`src/rtl/arb_pkg.sv`:
```
// Shared types for the two-into-one physical bus arbiter.
package arb_pkg;

  typedef enum logic [1:0] {IDLE, ADDR, RESP, HOLD} arb_state_e;
  typedef enum logic {IF = 1'b0, MA = 1'b1} arb_owner_e;

  localparam int TL_AW = 32;
  localparam int TL_DW = 32;

  function automatic arb_owner_e flip_owner(input arb_owner_e o);
    return (o == IF) ? MA : IF;
  endfunction

endpackage

```
`src/rtl/tilelink.sv`:
```
// TileLink-UL style channel bundle (A request, D response) with master/slave views.
interface tilelink;

  logic                            a_valid;
  logic                            a_ready;
  logic [2:0]                      a_opcode;
  logic [arb_pkg::TL_AW-1:0]       a_address;
  logic [arb_pkg::TL_DW-1:0]       a_data;
  logic [arb_pkg::TL_DW/8-1:0]     a_mask;
  logic                            d_valid;
  logic                            d_ready;
  logic [2:0]                      d_opcode;
  logic [arb_pkg::TL_DW-1:0]       d_data;
  logic                            d_error;

  modport master (
    output a_valid, a_opcode, a_address, a_data, a_mask, d_ready,
    input  a_ready, d_valid, d_opcode, d_data, d_error
  );

  modport slave (
    input  a_valid, a_opcode, a_address, a_data, a_mask, d_ready,
    output a_ready, d_valid, d_opcode, d_data, d_error
  );

endinterface

```
`src/rtl/phy_arbiter.sv`:
```
// Round-robin arbiter merging fetch and memory-access buses onto one system bus,
// one transaction outstanding, with an optional request-driven bus lock.
module phy_arbiter
  import arb_pkg::*;
#(
  parameter int HOLD_MAX = 0
) (
  input  logic    clk,
  input  logic    rst_n,
  input  logic    if_request,
  tilelink.slave  if_bus,
  input  logic    ma_request,
  tilelink.slave  ma_bus,
  tilelink.master mem_bus,
  output logic    grant_if,
  output logic    grant_ma
);

  localparam int CNT_W = (HOLD_MAX < 1) ? 1 : $clog2(HOLD_MAX + 1);

  arb_state_e       state_reg;
  arb_owner_e       owner_reg;
  arb_owner_e       last_reg;
  logic [CNT_W-1:0] hold_cnt_reg;

  logic own_a_valid;
  logic own_d_ready;
  logic own_request;
  logic own_is_ma;
  logic a_fire;
  logic d_fire;
  logic hold_ok;

  assign own_is_ma   = (owner_reg == MA);
  assign own_a_valid = own_is_ma ? ma_bus.a_valid : if_bus.a_valid;
  assign own_d_ready = own_is_ma ? ma_bus.d_ready : if_bus.d_ready;
  assign own_request = own_is_ma ? ma_request     : if_request;
  assign a_fire      = (state_reg == ADDR) && own_a_valid && mem_bus.a_ready;
  assign d_fire      = (state_reg == RESP) && mem_bus.d_valid && own_d_ready;
  assign hold_ok     = (HOLD_MAX == 0) || ((32'(hold_cnt_reg) + 32'd1) < 32'(HOLD_MAX));

  assign grant_if = (state_reg != IDLE) && !own_is_ma;
  assign grant_ma = (state_reg != IDLE) &&  own_is_ma;

  always_ff @(posedge clk) begin
    if (!rst_n) begin
      state_reg    <= IDLE;
      owner_reg    <= IF;
      last_reg     <= IF;
      hold_cnt_reg <= '0;
    end else begin
      case (state_reg)
        IDLE: begin
          hold_cnt_reg <= '0;
          // On a tie the side that did not finish last wins.
          if (if_bus.a_valid && ma_bus.a_valid) begin
            owner_reg <= flip_owner(last_reg);
            state_reg <= ADDR;
          end else if (if_bus.a_valid) begin
            owner_reg <= IF;
            state_reg <= ADDR;
          end else if (ma_bus.a_valid) begin
            owner_reg <= MA;
            state_reg <= ADDR;
          end
        end
        ADDR: begin
          if (a_fire) state_reg <= RESP;
        end
        RESP: begin
          if (d_fire) begin
            last_reg <= owner_reg;
            if (hold_cnt_reg != CNT_W'(HOLD_MAX)) hold_cnt_reg <= hold_cnt_reg + 1'b1;
            state_reg <= (own_request && hold_ok) ? HOLD : IDLE;
          end
        end
        HOLD: begin
          if (own_a_valid)       state_reg <= ADDR;
          else if (!own_request) state_reg <= IDLE;
        end
        default: state_reg <= IDLE;
      endcase
    end
  end

  // Payload follows the owner register; handshakes are gated by state so the
  // non-owner and idle phases never see ready/valid.
  always_comb begin
    mem_bus.a_valid   = (state_reg == ADDR) && own_a_valid;
    mem_bus.a_opcode  = own_is_ma ? ma_bus.a_opcode  : if_bus.a_opcode;
    mem_bus.a_address = own_is_ma ? ma_bus.a_address : if_bus.a_address;
    mem_bus.a_data    = own_is_ma ? ma_bus.a_data    : if_bus.a_data;
    mem_bus.a_mask    = own_is_ma ? ma_bus.a_mask    : if_bus.a_mask;
    mem_bus.d_ready   = (state_reg == RESP) && own_d_ready;

    if_bus.a_ready    = (state_reg == ADDR) && !own_is_ma && mem_bus.a_ready;
    ma_bus.a_ready    = (state_reg == ADDR) &&  own_is_ma && mem_bus.a_ready;
    if_bus.d_valid    = (state_reg == RESP) && !own_is_ma && mem_bus.d_valid;
    ma_bus.d_valid    = (state_reg == RESP) &&  own_is_ma && mem_bus.d_valid;

    if_bus.d_opcode   = mem_bus.d_opcode;
    if_bus.d_data     = mem_bus.d_data;
    if_bus.d_error    = mem_bus.d_error;
    ma_bus.d_opcode   = mem_bus.d_opcode;
    ma_bus.d_data     = mem_bus.d_data;
    ma_bus.d_error    = mem_bus.d_error;
  end

endmodule

```
`src/flat_wrapper.sv`:
```
// flat-port wrapper written by rule: the top's interface ports become plain ports
module phy_arbiter_flat import arb_pkg::*;
#(
  parameter int HOLD_MAX = 0
)
  (clk, rst_n, if_request, ma_request, grant_if, grant_ma, if_bus_a_valid, if_bus_a_opcode, if_bus_a_address, if_bus_a_data, if_bus_a_mask, if_bus_d_ready, if_bus_a_ready, if_bus_d_valid, if_bus_d_opcode, if_bus_d_data, if_bus_d_error, ma_bus_a_valid, ma_bus_a_opcode, ma_bus_a_address, ma_bus_a_data, ma_bus_a_mask, ma_bus_d_ready, ma_bus_a_ready, ma_bus_d_valid, ma_bus_d_opcode, ma_bus_d_data, ma_bus_d_error, mem_bus_a_valid, mem_bus_a_opcode, mem_bus_a_address, mem_bus_a_data, mem_bus_a_mask, mem_bus_d_ready, mem_bus_a_ready, mem_bus_d_valid, mem_bus_d_opcode, mem_bus_d_data, mem_bus_d_error);
  tilelink if_bus_i ();
  tilelink ma_bus_i ();
  tilelink mem_bus_i ();
  input  logic clk;
  input  logic rst_n;
  input  logic if_request;
  input  logic ma_request;
  output logic grant_if;
  output logic grant_ma;
  input wire logic [$bits(if_bus_i.a_valid)-1:0] if_bus_a_valid;
  input wire logic [$bits(if_bus_i.a_opcode)-1:0] if_bus_a_opcode;
  input wire logic [$bits(if_bus_i.a_address)-1:0] if_bus_a_address;
  input wire logic [$bits(if_bus_i.a_data)-1:0] if_bus_a_data;
  input wire logic [$bits(if_bus_i.a_mask)-1:0] if_bus_a_mask;
  input wire logic [$bits(if_bus_i.d_ready)-1:0] if_bus_d_ready;
  output wire logic [$bits(if_bus_i.a_ready)-1:0] if_bus_a_ready;
  output wire logic [$bits(if_bus_i.d_valid)-1:0] if_bus_d_valid;
  output wire logic [$bits(if_bus_i.d_opcode)-1:0] if_bus_d_opcode;
  output wire logic [$bits(if_bus_i.d_data)-1:0] if_bus_d_data;
  output wire logic [$bits(if_bus_i.d_error)-1:0] if_bus_d_error;
  input wire logic [$bits(ma_bus_i.a_valid)-1:0] ma_bus_a_valid;
  input wire logic [$bits(ma_bus_i.a_opcode)-1:0] ma_bus_a_opcode;
  input wire logic [$bits(ma_bus_i.a_address)-1:0] ma_bus_a_address;
  input wire logic [$bits(ma_bus_i.a_data)-1:0] ma_bus_a_data;
  input wire logic [$bits(ma_bus_i.a_mask)-1:0] ma_bus_a_mask;
  input wire logic [$bits(ma_bus_i.d_ready)-1:0] ma_bus_d_ready;
  output wire logic [$bits(ma_bus_i.a_ready)-1:0] ma_bus_a_ready;
  output wire logic [$bits(ma_bus_i.d_valid)-1:0] ma_bus_d_valid;
  output wire logic [$bits(ma_bus_i.d_opcode)-1:0] ma_bus_d_opcode;
  output wire logic [$bits(ma_bus_i.d_data)-1:0] ma_bus_d_data;
  output wire logic [$bits(ma_bus_i.d_error)-1:0] ma_bus_d_error;
  output wire logic [$bits(mem_bus_i.a_valid)-1:0] mem_bus_a_valid;
  output wire logic [$bits(mem_bus_i.a_opcode)-1:0] mem_bus_a_opcode;
  output wire logic [$bits(mem_bus_i.a_address)-1:0] mem_bus_a_address;
  output wire logic [$bits(mem_bus_i.a_data)-1:0] mem_bus_a_data;
  output wire logic [$bits(mem_bus_i.a_mask)-1:0] mem_bus_a_mask;
  output wire logic [$bits(mem_bus_i.d_ready)-1:0] mem_bus_d_ready;
  input wire logic [$bits(mem_bus_i.a_ready)-1:0] mem_bus_a_ready;
  input wire logic [$bits(mem_bus_i.d_valid)-1:0] mem_bus_d_valid;
  input wire logic [$bits(mem_bus_i.d_opcode)-1:0] mem_bus_d_opcode;
  input wire logic [$bits(mem_bus_i.d_data)-1:0] mem_bus_d_data;
  input wire logic [$bits(mem_bus_i.d_error)-1:0] mem_bus_d_error;
  assign if_bus_i.a_valid = if_bus_a_valid;
  assign if_bus_i.a_opcode = if_bus_a_opcode;
  assign if_bus_i.a_address = if_bus_a_address;
  assign if_bus_i.a_data = if_bus_a_data;
  assign if_bus_i.a_mask = if_bus_a_mask;
  assign if_bus_i.d_ready = if_bus_d_ready;
  assign if_bus_a_ready = if_bus_i.a_ready;
  assign if_bus_d_valid = if_bus_i.d_valid;
  assign if_bus_d_opcode = if_bus_i.d_opcode;
  assign if_bus_d_data = if_bus_i.d_data;
  assign if_bus_d_error = if_bus_i.d_error;
  assign ma_bus_i.a_valid = ma_bus_a_valid;
  assign ma_bus_i.a_opcode = ma_bus_a_opcode;
  assign ma_bus_i.a_address = ma_bus_a_address;
  assign ma_bus_i.a_data = ma_bus_a_data;
  assign ma_bus_i.a_mask = ma_bus_a_mask;
  assign ma_bus_i.d_ready = ma_bus_d_ready;
  assign ma_bus_a_ready = ma_bus_i.a_ready;
  assign ma_bus_d_valid = ma_bus_i.d_valid;
  assign ma_bus_d_opcode = ma_bus_i.d_opcode;
  assign ma_bus_d_data = ma_bus_i.d_data;
  assign ma_bus_d_error = ma_bus_i.d_error;
  assign mem_bus_a_valid = mem_bus_i.a_valid;
  assign mem_bus_a_opcode = mem_bus_i.a_opcode;
  assign mem_bus_a_address = mem_bus_i.a_address;
  assign mem_bus_a_data = mem_bus_i.a_data;
  assign mem_bus_a_mask = mem_bus_i.a_mask;
  assign mem_bus_d_ready = mem_bus_i.d_ready;
  assign mem_bus_i.a_ready = mem_bus_a_ready;
  assign mem_bus_i.d_valid = mem_bus_d_valid;
  assign mem_bus_i.d_opcode = mem_bus_d_opcode;
  assign mem_bus_i.d_data = mem_bus_d_data;
  assign mem_bus_i.d_error = mem_bus_d_error;
  phy_arbiter #(.HOLD_MAX(HOLD_MAX)) u_core (.clk(clk), .rst_n(rst_n), .if_request(if_request), .if_bus(if_bus_i), .ma_request(ma_request), .ma_bus(ma_bus_i), .mem_bus(mem_bus_i), .grant_if(grant_if), .grant_ma(grant_ma));
endmodule
```
`config.mk`:
```
export PLATFORM = sky130hd
export DESIGN_NAME = phy_arbiter_flat
export DESIGN_NICKNAME = d
export VERILOG_FILES = /design/src/rtl/arb_pkg.sv /design/src/rtl/tilelink.sv /design/src/rtl/phy_arbiter.sv /design/src/flat_wrapper.sv
export SDC_FILE = /design/constraint.sdc
export NUM_CORES = 1
export LEC_CHECK = 0
export CAP_MARGIN = 25
export CORE_AREA = 2 2 132 134
export DETAILED_ROUTE_END_ITERATION = 6
export DIE_AREA = 0 0 134 136
export GPL_ROUTABILITY_DRIVEN = 1
export PLACE_DENSITY = 0.62
export SLEW_MARGIN = 0
export SYNTH_ARGS = -nofsm -noshare
export SYNTH_HDL_FRONTEND = slang
export SYNTH_SLANG_ARGS = --single-unit
```
`constraint.sdc`:
```
create_clock -name clk -period 1.21 [get_ports clk]
set_input_delay 0.121 -clock clk [delete_from_list [all_inputs] [get_ports clk]]
set_output_delay 0.121 -clock clk [all_outputs]
set_load 0.005 [all_outputs]
```
After elaboration in Yosys (flattened, before gate mapping)
Cells that the tools add are included.
{ "word_totals": {"reg_bits": 4, "latch_bits": 0, "ram_bits": 0, "romBits": 0, "in_bits": 188, "out_inout_bits": 151, "word_cells": 53, "mem_count": 0} }
{ "classes": {"addsub": 0, "multipliers": 0, "n_div": 0, "order_cmp": 0, "n_eq_ne": 7, "shift": 0, "mux": 20, "bitwise_logic": 0, "reduce_logical": 23} }
{ "ops": {"columns": ["operator", "count"], "rows": [
  ["2-to-1 mux 32 bit", 2],
  ["logical AND 1 bit", 16],
  ["2-to-1 mux 2 bit", 8],
  ["case mux 2 bit (4 select lines)", 1],
  ["2-to-1 mux 1 bit", 7],
  ["equality test 2 bit, second input constant", 2],
  ["2-to-1 mux 4 bit", 1],
  ["!= test 2 x 1 -> 1 bit, second input constant", 2],
  ["!= test 4 x 3 -> 1 bit, second input constant", 1],
  ["AND reduction 2 bit", 2],
  ["AND reduction 4 bit", 1],
  ["2-to-1 mux 3 bit", 1],
  ["!= test 3 x 2 -> 1 bit, second input constant", 1],
  ["nonzero test 3 bit", 1],
  ["equality test 2 x 1 -> 1 bit, second input constant", 1],
  ["logical NOT 2 bit", 1],
  ["nonzero test 2 bit", 1],
  ["logical NOT 1 bit", 1]
]} }

Depth between registers and ports, before layout
{ "logic_depth": {"ltp_word": 5, "ltp_mapped": 5, "ltp_nobuf": 3} }

Worst setup path before layout
OpenSTA, ideal clock, no wires.
{ "synth_timing": {"path_kind": "reg2out", "start": "reg u_core.owner_reg, in the netlist u_core.own_is_ma", "end": "out mem_bus_a_address[0]", "t_arrival_ps": 1046, "required_ps": 1089, "setup_slack_ps": 43, "path_stages_with_launch": 5, "path_buffers": 3, "path_cell_list": "dfxtp_1 > buf_6 > buf_12 > buf_4 > mux2_2"} }
{ "synth_between": {"elab_chain_len": 1} }
{ "synth_lines": {"columns": ["element", "line", "source"], "rows": [
  ["from (decl)", "phy_arbiter.sv:22", "arb_owner_e owner_reg;"],
  ["from (signal assigned)", "phy_arbiter.sv:57", "owner_reg <= flip_owner(last_reg);"],
  ["2-to-1 mux 32 bit", "phy_arbiter.sv:91", "mem_bus.a_address = own_is_ma ? ma_bus.a_address : if_bus.a_address;"],
  ["to (decl)", "flat_wrapper.sv:40", "output wire logic [$bits(mem_bus_i.a_address)-1:0] mem_bus_a_address;"]
]} }
Every way passes these cells.

Worst setup path after layout
{ "layout_timing": {"start": "reg u_core.owner_reg, in the netlist u_core.own_is_ma", "end": "out mem_bus_a_address[3]"} }
Same word-level chain as after synthesis.

==> reports/metrics.cfg <==
[routing]
ant_nets = 0
drt-wirelength-per-cell_um = 15.6
dr_total_vias = 2255
drt-vias-per-instance = 3.51
detail_route.iter0.violations = 26
drc = 0
finalWirelength_um = 10000
drtPass1Iterations = 4

[layout]
most-common-layout-cells = sky130_fd_sc_hd__clkdlybuf4s50_1 (151), sky130_fd_sc_hd__mux2_4 (54), sky130_fd_sc_hd__buf_6 (52), sky130_fd_sc_hd__clkbuf_2 (52), sky130_fd_sc_hd__buf_4 (22)
drive_above_1_share_pct = 58.5
multi_input_area_mm2 = 0.00138
finish.net_count = 606
final_area_mm2 = 0.00465
finish.utilization_pct = 27.5
largest_register_ffs = 2
final_common_cell = sky130_fd_sc_hd__clkdlybuf4s50_1
antenna_cells_inserted = 0
fillers = 1760
ff_latch_area_um2 = 88.8
growth_of_design_area_from_synthesis_to_finish_pct = 153

[global_routing]
grt_overflow_total = 0
globalRouteTotalUtil_pct = 8.37
grt_start_max_net_pins = 36
first_global_vias = 2166
initial_antenna_violation_count = 1
grt_first_pass_wirelength_um = 11800

[die]
fp.dieArea_mm2 = 0.0182
initial_core_util_pct = 10.9
die_width_um = 134
die_y_um = 136
core-area_mm2 = 0.0169
ios = 339
std_cell_rows = 48

[yosys]
synth.yosys.seq_area_share_pct = 4.35
synth_top_cells_by_area = sky130_fd_sc_hd__mux2_2 (44%), sky130_fd_sc_hd__buf_4 (30%), sky130_fd_sc_hd__dfxtp_1 (4.4%)
synthesis.area_mm2 = 0.00184
synth_area_per_inst_um2 = 9.20
syn-num-nets = 388
synth.top_cell.area_share_pct = 44.1
ys_types = 32
yosysTopAreaCell = sky130_fd_sc_hd__mux2_2
yosysWarnings = 0
syn_inst = 200
synth_seq_cells = 4

[critical_path]
worstSetupStartpointType = flop
cp.arrival_ns = 1.54
critical_path_required_ns = 1.09
worst_setup_path_end_kind = primary output
critical_path.max_fanout = 8
criticalPathCategory = flop to primary output

[clock_network]
tritoncts = done
cts.sinks = 4
clock-root-buffer = sky130_fd_sc_hd__clkbuf_16
clock_pin_slew_of_the_registers_on_the_worst_case_setup_and_hold_paths_ns = 0.03
maximum_level_of_the_cts_h_tree = 1
insertion_delay_ns = 0.22
clock_path_buffers = 2
cts_made_buffers = 3

[placed_design]
place.detailed.hpwl_um = 6920
gp_congestion = 0.742
port_buffers = 230
placed_area_mm2 = 0.00394

[timing]
fin_worst_skew_ns = 0.000905
finalMaxSlewViolations = 0
fmax_ghz = 0.601
report.final.setup_viol = 83
max_slew.worst_pin.slew_ns = 0.235
final.period_utilization_pct = 137
rsz0062_at_grt = true
relSlewSlack_pct = 84.2
final_hold_viol_count = 0
final_critical_path_setup_slack_ns = -0.453
final_critical_delay_including_setup_and_external_delays_ns = 1.66

[outcome]
failed_checks = setup timing
outcome = finished with violations

[power]
leakage_uw = 0.00203
power_uw = 2880
pwr_density_cell_mw_per_mm2 = 621
ir_drop_uv = 312

[run]
maxCapViolCount = 0

[worst_hold_path]
hold_path.class = input pin to primary output

==> stage by stage <==
stage	worst slack (ns)	TNS, ns	std cells	hold WS [ns]
2_1_floorplan	0.0429	0	200	0.239
3_3_place_gp	-0.567	-26.00	590	0.242
3_5_place_dp	-0.589	-26.97	590	0.242
4_1_cts	-0.607	-28.86	598	0.242
5_1_grt	-0.477	-26.18	642	0.242
6_report	-0.453	-23.13	642	0.242
==> Yosys cell counts <==
library cell	count
sky130_fd_sc_hd__or3b_1	1
sky130_fd_sc_hd__o21a_1	1
sky130_fd_sc_hd__a21o_1	1
sky130_fd_sc_hd__and3b_2	1
sky130_fd_sc_hd__o21ai_0	2
sky130_fd_sc_hd__buf_12	1
sky130_fd_sc_hd__nand3_1	1
sky130_fd_sc_hd__dfxtp_1	4
sky130_fd_sc_hd__a211oi_2	1
sky130_fd_sc_hd__buf_4	74
sky130_fd_sc_hd__o2111ai_2	1
sky130_fd_sc_hd__nand2b_1	1
sky130_fd_sc_hd__a21boi_1	1
sky130_fd_sc_hd__nor3b_1	1
sky130_fd_sc_hd__nand2_1	1
sky130_fd_sc_hd__and2_4	1
sky130_fd_sc_hd__and2_1	2
sky130_fd_sc_hd__a211oi_1	1
sky130_fd_sc_hd__o21ba_2	1
sky130_fd_sc_hd__mux2i_1	2
sky130_fd_sc_hd__buf_6	7
sky130_fd_sc_hd__buf_2	1
sky130_fd_sc_hd__and4_1	1
sky130_fd_sc_hd__nor2_1	5
sky130_fd_sc_hd__nand3b_1	3
sky130_fd_sc_hd__a21boi_0	2
sky130_fd_sc_hd__mux2_2	72
sky130_fd_sc_hd__nor2b_1	5
sky130_fd_sc_hd__a21oi_1	1
sky130_fd_sc_hd__o221ai_1	1
sky130_fd_sc_hd__and3_1	2
sky130_fd_sc_hd__nand4_1	1
==> where the power goes <==
group          internal (uW)  switching, uW
Clock                    436           96.6
Sequential               146           25.2
Combinational           1520            660
==> cell families after synthesis <==
kind of cell | share of synthesized area, %
compound gates | 5.78
buf+inv | 35.9
flops | 4.35
mux | 45.2
simple gates | 8.84
==> final cells by class <==
class	instances	area share, %
multi-input cells	113	29.7
clock buffers	4	1.70
well taps	225	6.06
repair buffers	296	60.7
flip-flops and latches	4	1.91
==> routing by layer <==
metal	global-route usage (%)	wire length (um)	up-vias
met5	0	13	-
met4	3.13	240	2
met3	3.32	1180	27
met2	15.7	5090	159
met1	8.30	3470	1010
li1	-	-	1057
==> worst max-delay path, stage by stage (launching register included) <==
cell and delay [ns]:
sky130_fd_sc_hd__dfxtp_4 0.37, sky130_fd_sc_hd__buf_12 0.14, sky130_fd_sc_hd__buf_12 0.12, sky130_fd_sc_hd__clkbuf_16 0.15, sky130_fd_sc_hd__buf_4 0.13, sky130_fd_sc_hd__mux2_4 0.29
sky130_fd_sc_hd__clkbuf_2 0.11
==> timing repair <==
item	in CTS	in global routing
pin swaps	3	11
resized for setup	142	247
endpoints found under the setup margin	82	83
hold buffers	0	0
setup buffers	5	39
cloned	0	5
==> path summary, 6_finish.rpt <==
check	startpoint	to	slack [ns]	cells past startpoint
min	mem_bus_d_data[12]	if_bus_d_data[12]	0.24	0
max	u_core.own_is_ma	mem_bus_a_address[3]	-0.45	6
min reg2reg	u_core.last_reg	u_core.last_reg	0.56	2
max reg2reg	u_core.own_is_ma	u_core.state_reg[1]	-0.30	6
Power figures use the tool's default switching activity.
